$ cat config.mk
export PLATFORM = sky130hd
export DESIGN_NAME = custom_rd_fwft_buf
export DESIGN_NICKNAME = d
export VERILOG_FILES = /design/src/rtl/custom_rd_fwft_buf.sv
export SDC_FILE = /design/constraint.sdc
export NUM_CORES = 1
export LEC_CHECK = 0
export CELL_PAD_IN_SITES_DETAIL_PLACEMENT = 0
export CELL_PAD_IN_SITES_GLOBAL_PLACEMENT = 1
export CORE_UTILIZATION = 30
export DETAILED_ROUTE_END_ITERATION = 8
export GPL_TIMING_DRIVEN = 1
export PLACE_DENSITY = 0.72
export SYNTH_ARGS = -nofsm -noshare
export SYNTH_HDL_FRONTEND = slang
export SYNTH_SLANG_ARGS = --single-unit
$ cat constraint.sdc
create_clock -name rclk_i -period 1.9 [get_ports rclk_i]
set_input_delay 0.38 -clock rclk_i [delete_from_list [all_inputs] [get_ports rclk_i]]
set_output_delay 0.38 -clock rclk_i [all_outputs]
set_load 0.02 [all_outputs]
$ cat src/rtl/custom_rd_fwft_buf.sv
// custom_rd_fwft_buf: FWFT read stage of the async FIFO; a 2-entry skid buffer
// decouples ren from the consumer's m_ready.
module custom_rd_fwft_buf #(
    parameter int DATASIZE = 8
) (
    input  logic                rclk_i,
    input  logic                rrst_n_i,
    input  logic                fifo_empty,
    input  logic [DATASIZE-1:0] rdata,
    output logic                ren,
    input  logic                flush_i,
    output logic                m_valid,
    output logic [DATASIZE-1:0] m_data,
    input  logic                m_ready,
    output logic [1:0]          buf_level
);
    logic [1:0]          count_q, count_d;
    logic [DATASIZE-1:0] slot0_q, slot0_d, slot1_q, slot1_d;
    logic                push, pop;

    // ren depends only on local state, never on m_ready
    assign push      = ~fifo_empty & (count_q < 2'd2) & ~flush_i & rrst_n_i;
    assign pop       = (count_q != 2'd0) & m_ready & ~flush_i;
    assign ren       = push;
    assign m_valid   = count_q != 2'd0;
    assign m_data    = slot0_q;
    assign buf_level = count_q;

    always_comb begin
        count_d = flush_i ? 2'd0 : count_q + {1'b0, push & ~pop} - {1'b0, pop & ~push};
        slot0_d = push && (count_q == 2'd0 || pop) ? rdata : pop ? slot1_q : slot0_q;
        slot1_d = push && !pop && count_q == 2'd1 ? rdata : slot1_q;
    end

    always_ff @(posedge rclk_i or negedge rrst_n_i) begin
        if (!rrst_n_i) begin
            count_q <= '0;
            slot0_q <= '0;
            slot1_q <= '0;
        end else begin
            count_q <= count_d;
            slot0_q <= slot0_d;
            slot1_q <= slot1_d;
        end
    end
endmodule
==> results of run 1 <==
[critical path: stages]
cell             delay (ps)
clkdlybuf4s50_1         490
nand2b_1                 80
nand2b_1                170
ha_1                    280
inv_1                    50
ha_2                    180
xor2_2                  140
and2_1                  150
nor3_1                  150
[state kept, by name, indices dropped and copies added, names as in the netlist]
signal / count
buf_level: 2
m_data: 8
slot1_q: 8
[final timing paths]
check	end	slack, ps	depth (start not counted)
setup / recovery	buf_level[1]	30	9
min in group rclk_i	m_data[0]	510	1
max in group asynchronous	buf_level[0]	1480	3
hold / removal	m_data[0]	240	2
setup reg to reg	buf_level[1]	50	8
hold reg to reg	m_data[0]	510	1
[repair_timing]
item | 4_1_cts | 5_1_grt
pin swaps | 0 | 5
setup buffers | 0 | 3
setup endpoints to repair | 11 | 11
gates resized for setup | 8 | 8
[layout by cell type, fill, tap and decap left out, drive strengths merged]
master	instances
nand3b	1
a221o	8
and3	8
clkdlybuf4s50	19
dlymetal6s2s	1
nor2	3
nor4b	1
and2	1
xor2	1
ha	3
or4b	1
clkdlybuf4s15	1
inv	4
clkbuf	4
or2b	1
nor2b	1
mux2	8
a21o	1
o21ai	1
dfrtp	18
nor3	1
dlygate4sd2	3
nand2b	2
buf	13
a211oi	1
[stage by stage]
step / setup slack, ps / TNS (ps) / util / hold WS (ps) / instance area [µm²]
floorplan: -201.7 / -1630 / - / 84.41 / 854.6
global placement: -462.1 / -6141 / 0.4708 / 482.5 / 1209
global route: -65.57 / -72.48 / 0.5063 / 236.0 / 1300
CTS: 28.25 / 0 / 0.4864 / 246.2 / 1249
finish: 27.59 / 0 / 0.5063 / 236.7 / 1300
detailed placement: -499.3 / -6549 / 0.4708 / 490.2 / 1209
[final cells by class]
class / count / area [µm²] / area share
Timing Repair Buffer: 37 / 357.8 / 0.2753
Sequential cell: 18 / 452.9 / 0.3484
Clock buffer: 4 / 36.28 / 0.02791
Tap cell: 30 / 37.54 / 0.02887
Inverter: 4 / 15.01 / 0.01155
Multi-Input combinational cell: 43 / 400.4 / 0.3080
[logic make-up after synthesis]
family	count (synthesis)	share of synthesized area
AO/OA/AOI/OAI	11	0.1185
XOR/XNOR	1	0.01037
buffers and inverters	5	0.03110
adder cells (fa/ha/maj)	3	0.04445
AND/OR/NAND/NOR	20	0.1556
flip-flops	18	0.5333
multiplexers	8	0.1067
[per-layer routing]
metal	GRT usage	part of all wire	wire length, µm	vias to the layer above
met1	0.1689	0.44	841	326
met2	0.2149	0.50	942	17
met3	0.05738	0.050	95	2
met4	0.05000	0.010	19	0
li1	-	-	-	326
met5	0	0	0	-
[power breakdown]
part / total (mW) / switching (mW) / internal (mW)
clock network: 0.230 / 0.114 / 0.117
registers: 0.567 / 0.0672 / 0.499
logic: 0.420 / 0.177 / 0.243
total: 1.22 / 0.358 / 0.859
==> results.cfg, run 1 <==
[outcome]
status = complete, no violations

[place]
dpl.hpwl_um = 1355
dp.cells = 129
numPortBuffers = 24
gp_congestion = 0.7746

[drt]
dr.pass1.iters = 4
drc = 0
drt_iter0_markers = 6
wl_per_cell_um = 13.96
drt-vias-per-instance = 4.934
drt_wl_total_um = 1899
ant_nets = 0
vias = 671

[power]
cellLeakagePower_nw = 0.6380
peakVddDrop_mv = 0.6072
powerDensity_nw_per_um2 = 936.0
power_mw = 1.217

[sta]
fmax_ghz = 0.5341
fin_crit_sh = 0.9855
report.final.hold_viol_count = 0
rsz0062_at_grt = yes
fin_crit_ps = 1872
fin_skew_ps = 2.761
maxSlewHeadroom = 0.6108
worst_pin_slew_ps = 582.8
slew_violations = 0
setup_viol = 0

[global_route]
grt_max_degree = 14
grt_pass1_vias = 621
overflow = 0
grt_usage = 0.1377
grt_pass1_wl_um = 2835
antenna_found_initial = 0

[floorplanning]
die_area_um2 = 3032
die_w_um = 55.06
io_pins = 25
core_area_um2 = 2567
rows = 18
start_util = 0.3289
die_y_um = 55.06

[finish]
fillers = 252
antenna-diode-count = 0
drive_gt1_frac = 0.3208
area_growth_pct = 53.93
finalNonFillerCells = 136
nets = 123

[clock_network]
cts.htree.levels = 1
ctsLongestPathBuffers = 2
clkSlewWorstSetupHoldPaths_ps = 100
clockRootBuffer = clkbuf_4
cts_hold_buf = 0
cts_tree = built
cts_buffers = 3
clock_latency_ps = 290
clock-sinks = 18

[setup_path]
regToRegStartpoint = buf_level[1]
startpoint = m_ready
crit_required_ps = 2110
crit_fanout = 2
worstSetupPathType = input port to register
start_kind = input port
worstPathArrival_ps = 2080
cp-end-kind = register

[logic_synthesis]
post_synth.cell_area_avg_um2 = 12.80
synth.area.top_cells = dfrtp_1 53%, mux2_2 11%, a221o_1 9.5%
synth_top_area_share = 0.5333
syn_area_um2 = 844.6
async_reset_ff_frac = 1.000
ys_ff_latch = 18
ys_types = 20
netlist_instances = 66
yosysTopAreaCell = dfrtp_1
syn_nets = 82
yosys_most_used_dff = dfrtp_1
yosysSeqAreaShare = 0.5333
synth_top_cells_by_count = 18 x dfrtp_1, 8 x a221o_1, 8 x and3_1, 8 x mux2_2, 4 x inv_1
yosysWarnings = 0
synth_edf_count = 0
yosysMostFrequentCell = dfrtp_1

[job]
maxCapViolCount = 0

[hold_path]
min_path_type = input port to async pin
No activity file was read; power rests on OpenSTA's default activity.
==> run 2: changes to the inputs <==
SKIP_CTS_REPAIR_TIMING = 1   (was not set)
==> results.cfg, run 2 (synthesis results as in run 1) <==
[outcome]
status = complete, no violations

[finish]
nets = 123
finalInstanceArea_um2 = 1326
mostFrequentLayoutCell = clkdlybuf4s50_1
antenna-diode-count = 0
layout_common_cells = 19 x clkdlybuf4s50_1, 16 x dfrtp_1, 10 x buf_4
finalNonFillerCells = 136
drive_gt1_frac = 0.3208
area_growth_pct = 57.04

[drt]
drc = 0
drt_wl_total_um = 1926
vias = 676
ant_nets = 0
drt_iter0_markers = 5
wl_per_cell_um = 14.16
dr.pass1.iters = 4
drt-vias-per-instance = 4.971

[place]
gp_congestion = 0.7746
dpl.hpwl_um = 1355
place_ws_ps = -499.3
placed_cell_area_um2 = 1209
dp.cells = 129
numPortBuffers = 24

[clock_network]
clockRootBuffer = clkbuf_4
cts_tree = built
cts.htree.levels = 1
clkSlewWorstSetupHoldPaths_ps = 100
clock_latency_ps = 290
ctsLongestPathBuffers = 2
clock-sinks = 18
cts_buffers = 3

[sta]
setup_ws_ps = 58.86
slew_violations = 0
fin_skew_ps = 2.801
report.final.hold_viol_count = 0
rsz0062_at_grt = yes
fin_crit_sh = 0.9690
maxSlewHeadroom = 0.6192
setup_viol = 0
holdWs_ps = 132.3
worst_pin_slew_ps = 570.1
fmax_ghz = 0.5431
fin_crit_ps = 1841

[floorplanning]
die_w_um = 55.06
io_pins = 25
die_y_um = 55.06
die_area_um2 = 3032
rows = 18
core_area_um2 = 2567
start_util = 0.3289

[setup_path]
start_kind = register
crit_chain = buf_6 -> nor4b_4 -> ha_1 -> inv_1 -> ha_2 -> xor2_2 -> and2_1 -> nor3_1
crit_fanout = 3
cp-end-kind = register
crit_slowest_cell = dfrtp_2
crit_family = simple AND/OR/NAND/NOR gates
crit_buf_inv = 2
worstPathArrival_ps = 2050
crit_required_ps = 2110
worstSetupPathType = register to register
cpPeakStageDelay_ps = 430

[global_route]
grt_pass1_vias = 621
grt_max_degree = 14
grt_usage = 0.1377
grt_pass1_wl_um = 2835
overflow = 0
antenna_found_initial = 0

[power]
cellLeakagePower_nw = 0.6903
peakVddDrop_mv = 0.6078
power_mw = 1.226
powerDensity_nw_per_um2 = 924.4

[job]
maxCapViolCount = 0

[hold_path]
min_path_type = input port to async pin
run 2: per-stage QoR:
| stage | util | TNS, ps |
|---|---|---|
| after global routing | 0.5166 | -59.29 |
| after global placement | 0.4708 | -6141 |
| final | 0.5166 | 0 |
| after detailed placement | 0.4708 | -6549 |
| after CTS | 0.4849 | -1945 |
| after floorplan | - | -1630 |
run 2: path summary, 6_finish.rpt:
check                      cells past startpoint         start  slack [ps]           end
max                                            8  buf_level[1]          60  buf_level[1]
min                                            2      rrst_n_i         130     m_data[0]
min in group rclk_i                            3       flush_i         490  buf_level[0]
min reg2reg                                    1    slot1_q[0]         500     m_data[0]
max in group asynchronous                      3      rrst_n_i        1580  buf_level[0]
max reg2reg                                    8  buf_level[1]          60  buf_level[1]
run 2: worst reg2reg max path, delay by kind of cell, from the launching register on:
kind	cells	cell delay (ps)
XOR/XNOR	1	70
flip-flops	1	430
buffers and inverters	2	190
AND/OR/NAND/NOR	3	600
adder cells (fa/ha/maj)	2	470
run 2: power by group:
| part | switching [mW] | leakage (nW) | internal, mW |
|---|---|---|---|
| Combinational | 0.180 | 0.440 | 0.249 |
| Clock | 0.114 | 0.0210 | 0.117 |
| Sequential | 0.0665 | 0.229 | 0.499 |
| Total | 0.361 | 0.690 | 0.865 |
run 2: cell type report:
type	count	area, µm²
clock buffers	4	36.28
multi-input cells	43	414.1
repair buffers	37	370.4
inverters	4	15.01
well taps	30	37.54
fillers	245	1241
flip-flops and latches	18	452.9
run 2: routing by layer:
metal	routed length, µm	global-route usage	part of all wire	up-vias
met5	0	0	0	-
met1	870	0.1689	0.45	329
met4	19	0.05000	0.0099	0
met2	951	0.2149	0.49	17
met3	85	0.05738	0.044	2
li1	-	-	-	328
==> run 3: changes to the inputs <==
CORE_MARGIN = 2   (was not set)
RECOVER_POWER = 50   (was not set)
==> results.cfg, run 3 (synthesis results as in run 1) <==
[outcome]
status = complete, no violations

[finish]
layout_common_cells = 19 x clkdlybuf4s50_1, 16 x dfrtp_1, 13 x buf_4
drive_gt1_frac = 0.2870
mostFrequentLayoutCell = clkdlybuf4s50_1
antenna-diode-count = 0
fin_util = 0.4741
finalNonFillerCells = 139
nets = 125
area_growth_pct = 52.15

[floorplanning]
die_area_um2 = 3256
io_pins = 25
start_util = 0.3116
die_y_um = 57.06
die_w_um = 57.06
core_area_um2 = 2710
rows = 19

[drt]
dr.pass1.iters = 4
drt-vias-per-instance = 4.871
vias = 677
wl_per_cell_um = 14.03
ant_nets = 0
drt_iter0_markers = 17
drt_wl_total_um = 1950
drc = 0

[power]
p_sw_frac = 0.2904
switchingPower_mw = 0.3498
cellLeakagePower_nw = 0.6685
internal_power_mw = 0.8549
peakVddDrop_mv = 0.4776
powerDensity_nw_per_um2 = 937.5
p_clk_frac = 0.190
power_frac_seq = 0.469
combPwrFrac = 0.341

[sta]
fmax_ghz = 0.5451
slew_violations = 0
report.final.hold_viol_count = 0
maxSlewHeadroom = 0.4066
fin_crit_sh = 0.9655
setup_viol = 0
worst_pin_slew_ps = 890.1
fin_skew_ps = 8.349
fin_crit_ps = 1834

[place]
gp_congestion = 0.7576
dpl.hpwl_um = 1479
dp.cells = 134
numPortBuffers = 24

[job]
maxCapViolCount = 0

[setup_path]
crit_chain = buf_4 -> clkdlybuf4s50_1
regToRegStartpoint = buf_level[1]
crit_required_ps = 1520
cp-end-kind = output pin
reg2reg_slack_ps = 130
startpoint = buf_level[1]
crit_slowest_cell = clkdlybuf4s50_1
reg2reg_to = buf_level[1]
cpPeakStageDelay_ps = 600
worstSetupPathDepth = 2
crit_fanout = 6
start_kind = register
crit_buf_inv = 2
crit_path_end = buf_level[1]
worstPathArrival_ps = 1450
reg2reg_depth = 7
worstSetupPathType = register to output pin
crit_family = buffers and inverters

[hold_path]
min_path_type = input port to async pin

[global_route]
grt_pass1_wl_um = 3222
grt_pass1_vias = 696
grt_usage = 0.1281
overflow = 0
grt_max_degree = 17
antenna_found_initial = 0

[clock_network]
clockRootBuffer = clkbuf_4
clock_latency_ps = 280
cts_tree = built
clkSlewWorstSetupHoldPaths_ps = 90
cts_buffers = 3
clock-sinks = 18
ctsLongestPathBuffers = 2
cts.htree.levels = 1
-- run 3: cell type report --
class | count | area [µm²]
clock buffers | 4 | 36.28
fillers | 272 | 1425
inverters | 4 | 15.01
multi-input cells | 43 | 382.9
flip-flops and latches | 18 | 452.9
well taps | 31 | 38.79
repair buffers | 39 | 359.1
-- run 3: worst register-to-register path, stage by stage, from the launching register on --
cell	delay [ps]
dfrtp_2	460
nor4b_4	340
ha_1	290
inv_1	60
ha_1	150
xor2_1	160
and2_1	170
nor3_2	40
-- run 3: power groups by stage --
stage | sequential [mW] | clock (mW) | combinational, mW
floorplan | 0.625 | 0 | 0.154
global placement | 0.568 | 0 | 0.409
detailed placement | 0.572 | 0 | 0.416
CTS | 0.565 | 0.240 | 0.417
global route | 0.579 | 0.253 | 0.446
finish | 0.565 | 0.228 | 0.411
-- run 3: worst min-delay path by stage --
stage | slack, ps | end | cells after the start
finish | 340 | buf_level[0] | 3
global placement | 480 | m_data[4] | 1
global route | 360 | buf_level[0] | 3
CTS | 510 | m_data[4] | 1
floorplan | 80 | buf_level[0] | 0
detailed placement | 490 | m_data[1] | 1
-- run 3: metrics by stage --
step	area [µm²]	hold slack, ps	setup WS (ps)	setup TNS, ps	power [mW]
global placement	1227	478.7	-359.8	-5858	0.9764
global route	1285	364.7	-13.40	-13.51	1.278
CTS	1264	509.2	-389.6	-1022	1.221
finish	1285	338.1	65.60	0	1.205
detailed placement	1227	486.1	-377.0	-5879	0.9883
floorplan	854.6	84.41	-201.7	-1630	0.7792
-- run 3: per-layer routing --
layer,vias up,wire length (µm),GRT usage
met5,-,0,0
met4,0,21,0.04983
met3,2,70,0.01587
met2,16,1015,0.2053
met1,330,844,0.1772
li1,329,-,-
